`src/rtl/instruction_fetch_controller.sv`:
```
// rtl/instruction_fetch_controller.sv - single-entry fetch buffer with redirect, flush and misalignment trap
// Optional fetch_count output enabled by IF_PERF_COUNTER_EN.
module instruction_fetch_controller #(
   parameter logic [63:0] RESET_PC = 64'h0
) (
   input  logic        clk,
   input  logic        reset,
   output logic [63:0] imem_addr,
   input  logic [31:0] imem_data,
   input  logic        redirect_valid,
   input  logic [63:0] redirect_target,
   output logic        if_valid,
   input  logic        if_ready,
   output logic [63:0] if_pc,
   output logic [31:0] if_instr,
   output logic        fetch_error
`ifdef IF_PERF_COUNTER_EN
   ,
   output logic [31:0] fetch_count
`endif
);

   typedef enum logic [1:0] {BOOT, RUN, FLUSH, ERROR} state_t;

   state_t      state;
   logic [63:0] pc;
   logic        redirect_taken;
   logic        misaligned;
   logic        load;
   logic        accept;

   assign imem_addr = pc;

   // BOOT ignores redirects; ERROR ignores everything but reset.
   always_comb begin
      redirect_taken = redirect_valid && (state == RUN || state == FLUSH);
      misaligned     = (redirect_target[1:0] != 2'b00);
      accept         = (state == RUN) && if_valid && if_ready && !redirect_taken;
      load           = !redirect_taken &&
                       ((state == BOOT) || (state == FLUSH) ||
                        ((state == RUN) && (!if_valid || if_ready)));
   end

   always_ff @(posedge clk) begin
      if (reset) begin
         state       <= BOOT;
         pc          <= RESET_PC;
         if_valid    <= 1'b0;
         if_pc       <= 64'h0;
         if_instr    <= 32'h0;
         fetch_error <= 1'b0;
      end else begin
         case (state)
            BOOT, RUN, FLUSH: begin
               if (redirect_taken) begin
                  // The buffered instruction is dropped even if decode is accepting it.
                  if_valid <= 1'b0;
                  if (misaligned) begin
                     state       <= ERROR;
                     fetch_error <= 1'b1;
                  end else begin
                     state <= FLUSH;
                     pc    <= redirect_target;
                  end
               end else if (load) begin
                  state    <= RUN;
                  if_valid <= 1'b1;
                  if_pc    <= pc;
                  if_instr <= imem_data;
                  pc       <= pc + 64'd4;
               end else begin
                  state <= RUN;
               end
            end
            default: begin
               state    <= ERROR;
               if_valid <= 1'b0;
            end
         endcase
      end
   end

`ifdef IF_PERF_COUNTER_EN
   always_ff @(posedge clk) begin
      if (reset) begin
         fetch_count <= 32'h0;
      end else if (accept && fetch_count != 32'hFFFF_FFFF) begin
         fetch_count <= fetch_count + 32'd1;
      end
   end
`else
   logic unused_accept;
   assign unused_accept = accept;
`endif

endmodule

```
`config.mk`:
```
export PLATFORM = sky130hd
export DESIGN_NAME = instruction_fetch_controller
export DESIGN_NICKNAME = d
export VERILOG_FILES = /design/src/rtl/instruction_fetch_controller.sv
export SDC_FILE = /design/constraint.sdc
export NUM_CORES = 1
export LEC_CHECK = 0
export CORE_MARGIN = 2
export CORE_UTILIZATION = 47
export DETAILED_ROUTE_END_ITERATION = 8
export PLACE_DENSITY = 0.81
export SETUP_SLACK_MARGIN = 0.02
export SYNTH_ARGS = -nofsm -noshare
export SYNTH_HDL_FRONTEND = slang
export SYNTH_SLANG_ARGS = --single-unit
```
`constraint.sdc`:
```
create_clock -name clk -period 2.8 [get_ports clk]
set_input_delay 0.42 -clock clk [delete_from_list [all_inputs] [get_ports clk]]
set_output_delay 0.42 -clock clk [all_outputs]
set_load 0.05 [all_outputs]
```
==> metrics <==
outcome completed; vias slightly above 9,000; met1 Use GR 0.394; largest net degree at the start of global routing between 70 and 80; library cells used by synthesis 63; worst r2r src imem_addr[3]; CTS Buf Count 17; pwr/cell area about 610 nW/um^2; first-pass GRT wire length between 40,000 and 50,000 microns; Final Hold Vio Count 0; worst hold start reset; crit path DAT roughly 3 ns; worst hold stages 2; post-CTS setup buffers 0; FF/Latch Area 3280 sq um; fraction of registers with async set/reset 0; Die Ht 135 microns; Non-Filler Instances about 1,500; Clock transition at path regs approximately 0.07 ns; syn avg cell area approximately 7.6 sq um; Most used DFF post-synth dfxtp_1; R2R cell count 6; clock tree buffer depth 2; count of pins over their slew limit 0; FMAX 386 MHz; DRT antenna net count 0; RSZ-0062 raised after global routing false; Worst Setup Start Kind flop; Sink Count 164; Critical Path RT 3.16 ns; clk_lat worst skew 0.44 ns; overall routed net length between 20,000 and 30,000 microns; Overall Power about 7.1 mW; WHS Endpoint if_pc[44]; post-synthesis cell count around 1,100; Multi-input gate area between 4000 and 5000 sq um; Synth Register Bits 164; core area ~17,000 sq um; VDD IR max 0.473 mV; commonest non-fill, non-tap cell in the layout clkdlybuf4s50_1; vias in the first global route ~8,500; cts hold-fix bufs 0; gr usage total 0.307; Syn-to-layout area delta 44.6%; Root Buffer clkbuf_16; Area after DPL between 10,000 and 15,000 sq um; H-tree levels 4; initial antenna violation count 0; vias per cell between 5 and 6; Min Clock Period, post-route roughly 2.6 ns; CTS tree yes; Post-synth EDFFs 0; cell area after synthesis between 8000 and 9000 sq um; yosys warns 0; Setup TNS 0 ns; worst min-delay path class in2reg; die area about 18,000 sq um; # rows 47; Crit. End Element flop; DRC Markers 0; 1st-pass router iterations 5; most used routing layer met2; # diodes 0; Die Wd 135 microns; drt initial violations around 870; grt met2 use 0.487; Tcrit/Tclk final 0.926; initial core utilization 0.483; post-layout instance area ~12,000 sq um; placed instance count between 1,500 and 2,000; share of post-route cells with drive strength above 1 0.0823; Setup CP Type reg2reg; Max-Cap Viols 0; Post-Syn Nets 1,162; most frequent cells in the layout clkdlybuf4s50_1 (260), nand2_1 (255), dfxtp_1 (164); DR WL/cell approximately 19 microns; FF-to-FF End imem_addr[48]; sequential-to-total area share from yosys stat 0.409; met3 GRT Util 0.0721; CP max FO 6; Finish-stage setup viols 0; # fillers around 1,400; Tightest Pin Transition 0.751 ns; fin nets 1,405; post_cts resized 0; Leak 3.93 nW; placer congestion estimate 0.948; I/O Pins ~260; Overflow after GRT 0; skew final 0.0110 ns; IO buf count 261; Max-slew headroom 0.499; HPWL Detailed roughly 20,000 microns; FF-to-FF setup slack 0.21 ns
[sequential cells by signal, indices dropped and copies added, names as in the netlist]
signal	count
if_pc	64
if_valid	1
imem_addr	64
if_instr	32
state	2
fetch_error	1
[Yosys cell counts (all sizes together), types with 5 or more instances]
master	number	area [sq um]
nand2	256	961
dfxtp	164	3280
a21oi	144	724
clkbuf	58	218
nand3	41	205
nand4	36	259
o21ai	35	175
nor2	34	128
buf	32	154
nor3	21	110
nor4	18	165
a31oi	17	106
and3	15	93.8
inv	14	52.6
and2	13	81.3
and4	11	96.3
or3	11	68.8
a211oi	10	75.1
o31a	10	87.6
or4	10	75.1
a221oi	8	70.1
a22oi	8	60.1
a22o	7	61.3
nand2b	7	43.8
o211ai	7	52.6
a21o	5	37.5
a41oi	5	43.8
ha	5	62.6
o22ai	5	31.3
o31ai	5	37.5
o32ai	5	43.8
[per-stage QoR]
step,setup WS (ns),utilization,hold slack (ns)
6_report,0.208,0.698,0.388
3_5_place_dp,0.199,0.663,0.446
5_1_grt,0.144,0.698,0.395
4_1_cts,0.297,0.698,0.373
2_1_floorplan,0.259,-,0.556
3_3_place_gp,0.248,0.663,0.441
[power by group]
| part | switching [mW] | internal [mW] | total [mW] |
|---|---|---|---|
| Clock | 1.01 | 1.36 | 2.37 |
| Combinational | 1.30 | 0.712 | 2.02 |
| Sequential | 0.183 | 2.50 | 2.68 |
[layout make-up]
class | count | area share
multi-input combinational | 789 | 0.374
sequential | 164 | 0.283
timing repair buffer | 314 | 0.264
clock buffer | 21 | 0.0396
tap | 220 | 0.0237
clock inverter | 11 | 0.0110
inverter | 14 | 0.00452
[metal layers]
| metal | wire [microns] | up-vias | part of all wire |
|---|---|---|---|
| li1 | - | 4309 | - |
| met1 | 11600 | 4245 | 0.40 |
| met2 | 13700 | 484 | 0.47 |
| met3 | 2580 | 81 | 0.089 |
| met4 | 1000 | 0 | 0.035 |
| met5 | 0 | - | 0 |
[critical path, stage by stage, from the launching register on]
cell and delay, ns:
dfxtp_1 0.34, ha_1 0.21, nand3_1 0.25, nor4_2 0.53, nand4b_1 0.55, o31a_1 0.44
a211oi_1 0.19
[logic make-up after synthesis]
| group | share of synthesized area |
|---|---|
| AOI/OAI and AO/OA | 0.226 |
| buffers and inverters | 0.0528 |
| adders and majority gates | 0.00779 |
| and+or+nand+nor | 0.297 |
| DFF | 0.409 |
| muxes | 0.00779 |
[how the worst max path moves through the flow]
stage / start / end / slack, ns / cells past startpoint
2_1_floorplan: imem_addr[2] / imem_addr[32] / 0.26 / 6
3_3_place_gp: redirect_target[1] / imem_addr[60] / 0.25 / 7
3_5_place_dp: redirect_target[1] / imem_addr[54] / 0.20 / 7
4_1_cts: imem_addr[7] / imem_addr[61] / 0.30 / 6
5_1_grt: imem_addr[7] / imem_addr[61] / 0.14 / 6
6_report: imem_addr[3] / imem_addr[48] / 0.21 / 6
Power figures use the tool's default switching activity.
